$ cat src/rtl/id_ex_stage_reg_pkg.sv
// Shared ALU encodings: ALU Signal codes, ALUOp codes and R-type funct codes.
// Used by the ID/EX register, its ALU-control decoder and the EX-stage ALU.
package id_ex_stage_reg_pkg;

  localparam logic [2:0] SIG_AND = 3'b000;
  localparam logic [2:0] SIG_OR  = 3'b001;
  localparam logic [2:0] SIG_ADD = 3'b010;
  localparam logic [2:0] SIG_SUB = 3'b110;
  localparam logic [2:0] SIG_SLT = 3'b111;

  localparam logic [1:0] ALUOP_ADD   = 2'b00;
  localparam logic [1:0] ALUOP_SUB   = 2'b01;
  localparam logic [1:0] ALUOP_RTYPE = 2'b10;
  localparam logic [1:0] ALUOP_ORI   = 2'b11;

  localparam logic [5:0] FUNCT_ADD = 6'b100000;
  localparam logic [5:0] FUNCT_SUB = 6'b100010;
  localparam logic [5:0] FUNCT_AND = 6'b100100;
  localparam logic [5:0] FUNCT_OR  = 6'b100101;
  localparam logic [5:0] FUNCT_SLT = 6'b101010;

endpackage

$ cat src/rtl/id_ex_stage_reg_alu_ctrl.sv
// Combinational ALU-control decoder: ALUOp and funct to the 3-bit ALU Signal.
// An R-type instruction with an unknown funct falls back to ADD and raises illegal.
module alu_ctrl
  import id_ex_stage_reg_pkg::*;
(
  input  logic [1:0] alu_op,
  input  logic [5:0] funct,
  output logic [2:0] signal,
  output logic       illegal
);

  always_comb begin
    signal  = SIG_ADD;
    illegal = 1'b0;
    unique case (alu_op)
      ALUOP_ADD: signal = SIG_ADD;
      ALUOP_SUB: signal = SIG_SUB;
      ALUOP_ORI: signal = SIG_OR;
      default: begin
        case (funct)
          FUNCT_ADD: signal = SIG_ADD;
          FUNCT_SUB: signal = SIG_SUB;
          FUNCT_AND: signal = SIG_AND;
          FUNCT_OR:  signal = SIG_OR;
          FUNCT_SLT: signal = SIG_SLT;
          default: begin
            signal  = SIG_ADD;
            illegal = 1'b1;
          end
        endcase
      end
    endcase
  end

endmodule

$ cat src/rtl/id_ex_stage_reg.sv
// ID/EX pipeline register: captures decoded operands and control for the EX-stage ALU,
// with stall (hold) and flush (bubble) from the hazard unit. Priority: rst > flush > stall > load.
module id_ex_stage_reg
  import id_ex_stage_reg_pkg::*;
#(
  parameter int WIDTH    = 32,
  parameter int REG_ADDR = 5
) (
  input  logic                clk,
  input  logic                rst,
  input  logic                stall,
  input  logic                flush,
  input  logic                id_valid,
  input  logic [WIDTH-1:0]    id_rs_data,
  input  logic [WIDTH-1:0]    id_rt_data,
  input  logic [15:0]         id_imm16,
  input  logic [5:0]          id_funct,
  input  logic [REG_ADDR-1:0] id_rt,
  input  logic [REG_ADDR-1:0] id_rd,
  input  logic [1:0]          id_alu_op,
  input  logic                id_alu_src,
  input  logic                id_reg_dst,
  input  logic                id_reg_write,
  input  logic                id_mem_read,
  input  logic                id_mem_write,
  input  logic                id_mem_to_reg,
  output logic                ex_valid,
  output logic [WIDTH-1:0]    ex_a,
  output logic [WIDTH-1:0]    ex_b,
  output logic [WIDTH-1:0]    ex_store_data,
  output logic [2:0]          ex_signal,
  output logic [REG_ADDR-1:0] ex_dest,
  output logic                ex_reg_write,
  output logic                ex_mem_read,
  output logic                ex_mem_write,
  output logic                ex_mem_to_reg,
  output logic                ex_illegal
);

  logic [2:0]          sig;
  logic                illegal;
  logic [WIDTH-1:0]    ext_imm;

  logic                valid_d, valid_q;
  logic [WIDTH-1:0]    a_d, a_q, b_d, b_q, sd_d, sd_q;
  logic [2:0]          sig_d, sig_q;
  logic [REG_ADDR-1:0] dest_d, dest_q;
  logic                rw_d, rw_q, mr_d, mr_q, mw_d, mw_q, m2r_d, m2r_q, ill_d, ill_q;

  alu_ctrl u_alu_ctrl (
    .alu_op  (id_alu_op),
    .funct   (id_funct),
    .signal  (sig),
    .illegal (illegal)
  );

  // ORI is a logical op, so its immediate is zero-extended; everything else sign-extends.
  assign ext_imm = (id_alu_op == ALUOP_ORI)
                 ? {{(WIDTH-16){1'b0}}, id_imm16}
                 : {{(WIDTH-16){id_imm16[15]}}, id_imm16};

  always_comb begin
    valid_d = 1'b0;
    a_d     = '0;
    b_d     = '0;
    sd_d    = '0;
    sig_d   = SIG_AND;
    dest_d  = '0;
    rw_d    = 1'b0;
    mr_d    = 1'b0;
    mw_d    = 1'b0;
    m2r_d   = 1'b0;
    ill_d   = 1'b0;
    if (id_valid) begin
      valid_d = 1'b1;
      a_d     = id_rs_data;
      b_d     = id_alu_src ? ext_imm : id_rt_data;
      sd_d    = id_rt_data;
      sig_d   = sig;
      dest_d  = id_reg_dst ? id_rd : id_rt;
      rw_d    = id_reg_write & ~illegal;
      mr_d    = id_mem_read;
      mw_d    = id_mem_write;
      m2r_d   = id_mem_to_reg;
      ill_d   = illegal;
    end
  end

  always_ff @(posedge clk) begin
    if (rst || flush) begin
      valid_q <= 1'b0;
      a_q     <= '0;
      b_q     <= '0;
      sd_q    <= '0;
      sig_q   <= SIG_AND;
      dest_q  <= '0;
      rw_q    <= 1'b0;
      mr_q    <= 1'b0;
      mw_q    <= 1'b0;
      m2r_q   <= 1'b0;
      ill_q   <= 1'b0;
    end else if (!stall) begin
      valid_q <= valid_d;
      a_q     <= a_d;
      b_q     <= b_d;
      sd_q    <= sd_d;
      sig_q   <= sig_d;
      dest_q  <= dest_d;
      rw_q    <= rw_d;
      mr_q    <= mr_d;
      mw_q    <= mw_d;
      m2r_q   <= m2r_d;
      ill_q   <= ill_d;
    end
  end

  assign ex_valid      = valid_q;
  assign ex_a          = a_q;
  assign ex_b          = b_q;
  assign ex_store_data = sd_q;
  assign ex_signal     = sig_q;
  assign ex_dest       = dest_q;
  assign ex_reg_write  = rw_q;
  assign ex_mem_read   = mr_q;
  assign ex_mem_write  = mw_q;
  assign ex_mem_to_reg = m2r_q;
  assign ex_illegal    = ill_q;

endmodule

$ cat config.mk
export PLATFORM = sky130hd
export DESIGN_NAME = id_ex_stage_reg
export DESIGN_NICKNAME = d
export VERILOG_FILES = /design/src/rtl/id_ex_stage_reg_pkg.sv /design/src/rtl/id_ex_stage_reg_alu_ctrl.sv /design/src/rtl/id_ex_stage_reg.sv
export SDC_FILE = /design/constraint.sdc
export NUM_CORES = 1
export LEC_CHECK = 0
export ABC_CLOCK_PERIOD_IN_PS = 1400
export BUFFER_PORTS_ARGS = -buffer_cell sky130_fd_sc_hd__buf_4
export CAP_MARGIN = 20
export CORE_MARGIN = 3
export CORE_UTILIZATION = 35
export CTS_CLUSTER_SIZE = 14
export DETAILED_ROUTE_END_ITERATION = 10
export PLACE_DENSITY = 0.65
export REMOVE_ABC_BUFFERS = 1
export SYNTH_ARGS = -nofsm -noshare
export SYNTH_HDL_FRONTEND = slang
export SYNTH_SLANG_ARGS = --single-unit
$ cat constraint.sdc
create_clock -name clk -period 1.4 [get_ports clk]
set_input_delay 0.35 -clock clk [delete_from_list [all_inputs] [get_ports clk]]
set_output_delay 0.35 -clock clk [all_outputs]
set_load 0.02 [all_outputs]
==> summary.md, run 1 <==
| Metric | Value |
|---|---|
| Dpl cells | 764 |
| Relative slew margins | 70.4% |
| Final Net Count | 744 |
| Layout cells sized above 1 | 43.2% |
| Longest Clk Path Bufs | 2 |
| Max-slew violation count | 0 |
| Die Ht | 113 um |
| Buf+Inv Stages, Crit Path | 1 |
| Initial Util | 36.4% |
| CP Launch Type | register |
| CP max stage delay | 0.38 ns |
| Total GRT Usage | 18.6% |
| Slew of the pin with the lowest slew margin | 0.445 ns |
| Post-cts resize count | 0 |
| Die Area | 12700 um^2 |
| Post-Syn Area | 4000 um^2 |
| Hold Path Origin | id_rs_data[14] |
| Status | complete, no violations |
| Worst hold path type | in2reg |
| Placeable Area | 11000 um^2 |
| Largest net degree at the start of global routing | 48 |
| Worst skew pair latency | 0.33 ns |
| Drt first pass iters | 5 |
| Postcts setup bufs | 0 |
| Fillcell total | 998 |
| Drt total wl | 12.3 mm |
| FMAX | 0.818 GHz |
| Clock sinks | 110 |
| Launch point of the worst path | ex_signal[0] |
| WHS | 0.242 ns |
| Hold_buf cts | 0 |
| Minimum clock period | 1.22 ns |
| Slowest CP cell | dfxtp_1 |
| Residual DRC | 0 |
| Unrepaired setup endpoints after global routing | no |
| Count of warnings emitted by yosys | 0 |
| Fin cells | 779 |
| DRT iter0 DRCs | 251 |
| Port bufs | 218 |
| Final ANT Viol Nets | 0 |
| Die W | 113 um |
| Hpwl dp | 9.03 mm |
| Required @ worst endpoint | 1.05 ns |
| Setup-failing EPs final | 0 |
| Final hold vios | 0 |
| CTS tree | done |
| Register area share after synthesis | 55.1% |
| Avg Cell Area, Syn | 9.41 um^2 |
| DR vias | 3940 |
| Worst-path clk slew | 0.07 ns |
| WL/cell | 15.8 um |
| CP delay by family, top | flip-flops |
| CTS Buf Count | 9 |
| Root buffer cell | clkbuf_16 |
| FP Rows | 38 |
| Synth Register Bits | 110 |
| Maximum vdd drop | 0.514 mV |
| Count of cell types in the netlist | 25 |
| Critical path capture point type | primary output |
| Crit Path Category | reg2out |
| First-pass GRT wire length | 19.3 mm |
| CP max FO | 3 |
| Cells after Synth | 425 |
| Syn-to-layout area delta | 54.3% |
| CTS H-tree depth | 3 |
| GRT overflow | 0 |
| Reg2reg start | ex_signal[0] |
| Vias per std cell | 5.06 |
| Final Util | 56.2% |
| Critical Path AT | 0.87 ns |
| Power Dens Cells | 1080 nW/um^2 |
| IO Pins | 219 |
| Leak pwr | 2.73 nW |
| Max-Cap Viols | 0 |
| Vias in the first global route | 3967 |
| Cell Chain, Critical Path | buf_4 |
| Final Wtd Congestion | 0.786 |
| Tcrit/Tclk final | 87.3% |
| Initial antenna violation count | 0 |
| Antenna diodes | 0 |
| Post-route clock skew | 0 ns |
| Design Power | 0.00666 W |
==> placed cells by master, fill, tap and decap left out, types with 2 or more instances in the layout <==
master     synthesis  routed
a21oi_1            2       2
inv_1              2       2
dfxtp_1          110     110
nand4_1            2       2
mux2_2            21      21
clkbuf_8           0       2
a311o_1            2       2
buf_4              0     231
o21ai_1           11      11
buf_12             0       5
nor2_1           107     107
a22oi_1           90      90
o21ai_0            8       8
nand2_1           19      19
nor2b_1            4       3
clkbuf_16          0       9
==> final cells by class <==
| class | instances | area (um^2) | area share, % |
|---|---|---|---|
| Sequential cell | 110 | 2200 | 35.7 |
| Multi-Input combinational cell | 276 | 1650 | 26.8 |
| Clock inverter | 3 | 43.8 | 0.709 |
| Inverter | 2 | 7.51 | 0.122 |
| Tap cell | 140 | 175 | 2.84 |
| Timing Repair Buffer | 236 | 1830 | 29.7 |
| Clock buffer | 12 | 256 | 4.15 |
==> metrics by stage <==
stage          worst slack, ns  setup TNS, ns  area (um^2)
2_1_floorplan            -2.56        -218.02         3850
3_3_place_gp           -0.0729         -0.466         5870
3_5_place_dp            -0.137          -1.55         5870
4_1_cts                  0.153              0         6170
5_1_grt                 0.0918              0         6170
6_report                 0.178              0         6170
==> report_power, final <==
part	switching [W]	internal, W	total, W	leakage [nW]
sequential	0.0000364	0.00319	0.00323	0.891
combinational	0.000423	0.000453	0.000875	1.69
clock	0.00108	0.00148	0.00255	0.149
==> path summary, 6_finish.rpt <==
path                  end  slack, ns  cells past startpoint
min              ex_a[14]       0.24                      3
min reg2reg      ex_b[23]       0.46                      2
max reg2reg  ex_signal[0]       0.60                      2
max          ex_signal[0]       0.18                      1
==> metal layers <==
| metal | part of all wire (%) | vias to the layer above | GRT usage (%) |
|---|---|---|---|
| met4 | 2.6 | 0 | 7.77 |
| met3 | 9.2 | 25 | 5.78 |
| met5 | 0 | - | 0 |
| met1 | 40 | 1839 | 22.5 |
| li1 | - | 1922 | - |
| met2 | 48 | 154 | 30.6 |
==> cell usage after synthesis (all sizes together) <==
cell    count  area (um^2)
a21boi      1         7.51
nor3b       1         7.51
a32o        1         10.0
mux2i       1         10.0
inv         2         7.51
a22oi      90          676
or4b        1         13.8
a21oi       2         10.0
buf        11         51.3
nor2      107          402
nand2b      1         6.26
nand4       2         12.5
a311oi      1         8.76
mux2       21          236
dfxtp     110         2200
clkbuf     26         97.6
nand2      19         71.3
or2         1         6.26
o21ai      19         95.1
nor2b       4         25.0
nor4b       1         15.0
a41oi       1         8.76
a311o       2         20.0
==> cell families after synthesis <==
group                  count (synthesis)  synth area share, %
AND/OR/NAND/NOR                      137                 14.0
flip-flops                           110                 55.1
AO/OA/AOI/OAI                        117                 20.9
buffers and inverters                 39                 3.91
multiplexers                          22                 6.16
Note: power is estimated with default switching activity, not from simulation.
==> run 2, diff against run 1 <==
--- a/config.mk
+++ b/config.mk
@@ -13,6 +13,7 @@
 export CTS_CLUSTER_SIZE = 14
 export DETAILED_ROUTE_END_ITERATION = 10
 export PLACE_DENSITY = 0.65
+export RECOVER_POWER = 25
 export REMOVE_ABC_BUFFERS = 1
 export SYNTH_ARGS = -nofsm -noshare
 export SYNTH_HDL_FRONTEND = slang
==> summary.md, run 2 (same netlist as run 1, synthesis figures left out) <==
| Metric | Value |
|---|---|
| Status | complete, no violations (unchanged) |
| Leak pwr | 2.72 nW (was 2.73 nW) |
| Post-route clock skew | 0 ns (unchanged) |
| Relative slew margins | 69.6% (was 70.4%) |
| Final Net Count | 744 (unchanged) |
| FP Rows | 38 (unchanged) |
| Drt first pass iters | 4 (was 5) |
| Cell Chain, Critical Path | buf_4 (unchanged) |
| Instance area at placement | 5870 um^2 (unchanged) |
| Drt total wl | 12.3 mm (about the same) |
| Die Area | 12700 um^2 (unchanged) |
| Commonest non-fill, non-tap cells in the layout | buf_4 (227), dfxtp_1 (110), nor2_1 (107), a22oi_1 (90), mux2_2 (21) (was buf_4 (231), dfxtp_1 (110), nor2_1 (107), a22oi_1 (90), mux2_2 (21)) |
| Slew of the pin with the lowest slew margin | 0.456 ns (was 0.445 ns) |
| Layout cells sized above 1 | 42.7% (was 43.2%) |
| First-pass GRT wire length | 19.3 mm (unchanged) |
| Final ANT Viol Nets | 0 (unchanged) |
| CTS H-tree depth | 3 (unchanged) |
| Final hold vios | 0 (unchanged) |
| Slowest CP cell | dfxtp_1 (unchanged) |
| GRT overflow | 0 (unchanged) |
| Unrepaired setup endpoints after global routing | no (unchanged) |
| DRT iter0 DRCs | 256 (was 251) |
| Critical path capture point type | primary output (unchanged) |
| Syn-to-layout area delta | 54.1% (was 54.3%) |
| Tcrit/Tclk final | 87.3% (about the same) |
| Die Ht | 113 um (unchanged) |
| Design Power | 0.00666 W (about the same) |
| Final Wtd Congestion | 0.786 (unchanged) |
| Hold_buf cts | 0 (unchanged) |
| Max-Cap Viols | 0 (unchanged) |
| Vias per std cell | 5.04 (was 5.06) |
| Critical Path AT | 0.87 ns (about the same) |
| Most common cell after layout, fill and taps aside | buf_4 (unchanged) |
| Clock power frac | 38.5% (was 38.3%) |
| Vias in the first global route | 3967 (unchanged) |
| Port bufs | 218 (unchanged) |
| CP max FO | 3 (unchanged) |
| Worst-path clk slew | 0.07 ns (about the same) |
| Antenna diodes | 0 (unchanged) |
| Die W | 113 um (unchanged) |
| Max-slew violation count | 0 (unchanged) |
| Longest Clk Path Bufs | 2 (unchanged) |
| Power Internal | 0.00512 W (about the same) |
| CP Launch Type | register (unchanged) |
| Crit Path Category | reg2out (unchanged) |
| Placeable Area | 11000 um^2 (unchanged) |
| Post-cts resize count | 0 (unchanged) |
| Minimum clock period | 1.22 ns (about the same) |
| CP delay by family, top | flip-flops (unchanged) |
| CTS Buf Count | 9 (unchanged) |
| Root buffer cell | clkbuf_16 (unchanged) |
| IO Pins | 219 (unchanged) |
| Setup-failing EPs final | 0 (unchanged) |
| DR vias | 3930 (was 3940) |
| CP max stage delay | 0.38 ns (about the same) |
| Sequential Power Share | 48.5% (about the same) |
| Hpwl dp | 9.03 mm (unchanged) |
| Clock sinks | 110 (unchanged) |
| Switching fraction of total power | 23.1% (about the same) |
| Largest net degree at the start of global routing | 48 (unchanged) |
| Initial Util | 36.4% (unchanged) |
| Worst hold path type | in2reg (unchanged) |
| CTS tree | done (unchanged) |
| WL/cell | 15.7 um (was 15.8 um) |
| Switching power | 0.00154 W (about the same) |
| Required @ worst endpoint | 1.05 ns (about the same) |
| Gate power share | 13.1% (about the same) |
| Postcts setup bufs | 0 (unchanged) |
| Design area | 6170 um^2 (about the same) |
| Maximum vdd drop | 0.512 mV (was 0.514 mV) |
| Total GRT Usage | 18.6% (unchanged) |
| Worst skew pair latency | 0.33 ns (about the same) |
| Initial antenna violation count | 0 (unchanged) |
| Power Dens Cells | 1080 nW/um^2 (about the same) |
| FMAX | 0.818 GHz (about the same) |
| Buf+Inv Stages, Crit Path | 1 (unchanged) |
| Residual DRC | 0 (unchanged) |
[run 2: layer usage]
layer | global-route usage, % | up-vias | wire length (um) | part of all wire (%)
li1 | - | 1921 | - | -
met1 | 22.5 | 1817 | 4810 | 39
met2 | 30.6 | 167 | 5910 | 48
met3 | 5.78 | 25 | 1210 | 9.9
met4 | 7.77 | 0 | 327 | 2.7
met5 | 0 | - | 0 | 0
[run 2: final cells by class]
cell class | instances | area, um^2
fillers | 999 | 4820
flip-flops and latches | 110 | 2200
repair buffers | 236 | 1830
multi-input cells | 276 | 1650
clock buffers | 12 | 256
well taps | 140 | 175
clock inverters | 3 | 43.8
inverters | 2 | 7.51
[run 2: per-stage QoR]
step	setup WS (ns)	std cells	TNS [ns]	hold WS, ns	util [%]
2_1_floorplan	-2.56	388	-218.02	0.491	-
3_3_place_gp	-0.0729	764	-0.466	0.438	53.5
3_5_place_dp	-0.137	764	-1.55	0.447	53.5
4_1_cts	0.153	779	0	0.229	56.2
5_1_grt	0.0933	779	0	0.243	56.1
6_report	0.178	779	0	0.240	56.1
[run 2: worst paths after layout]
path | endpoint | slack (ns) | from | cells past startpoint
max reg2reg | ex_signal[0] | 0.60 | ex_signal[0] | 2
min reg2reg | ex_b[23] | 0.46 | ex_b[23] | 2
min | ex_a[20] | 0.24 | id_rs_data[20] | 3
max | ex_signal[0] | 0.18 | ex_signal[0] | 1
[run 2: power groups by stage]
stage | Combinational (W) | Clock (W) | Sequential [W]
floorplan | 0.000260 | 0 | 0.00338
global placement | 0.000861 | 0 | 0.00330
detailed placement | 0.000879 | 0 | 0.00330
CTS | 0.000881 | 0.00263 | 0.00323
global route | 0.000944 | 0.00276 | 0.00324
finish | 0.000869 | 0.00256 | 0.00323
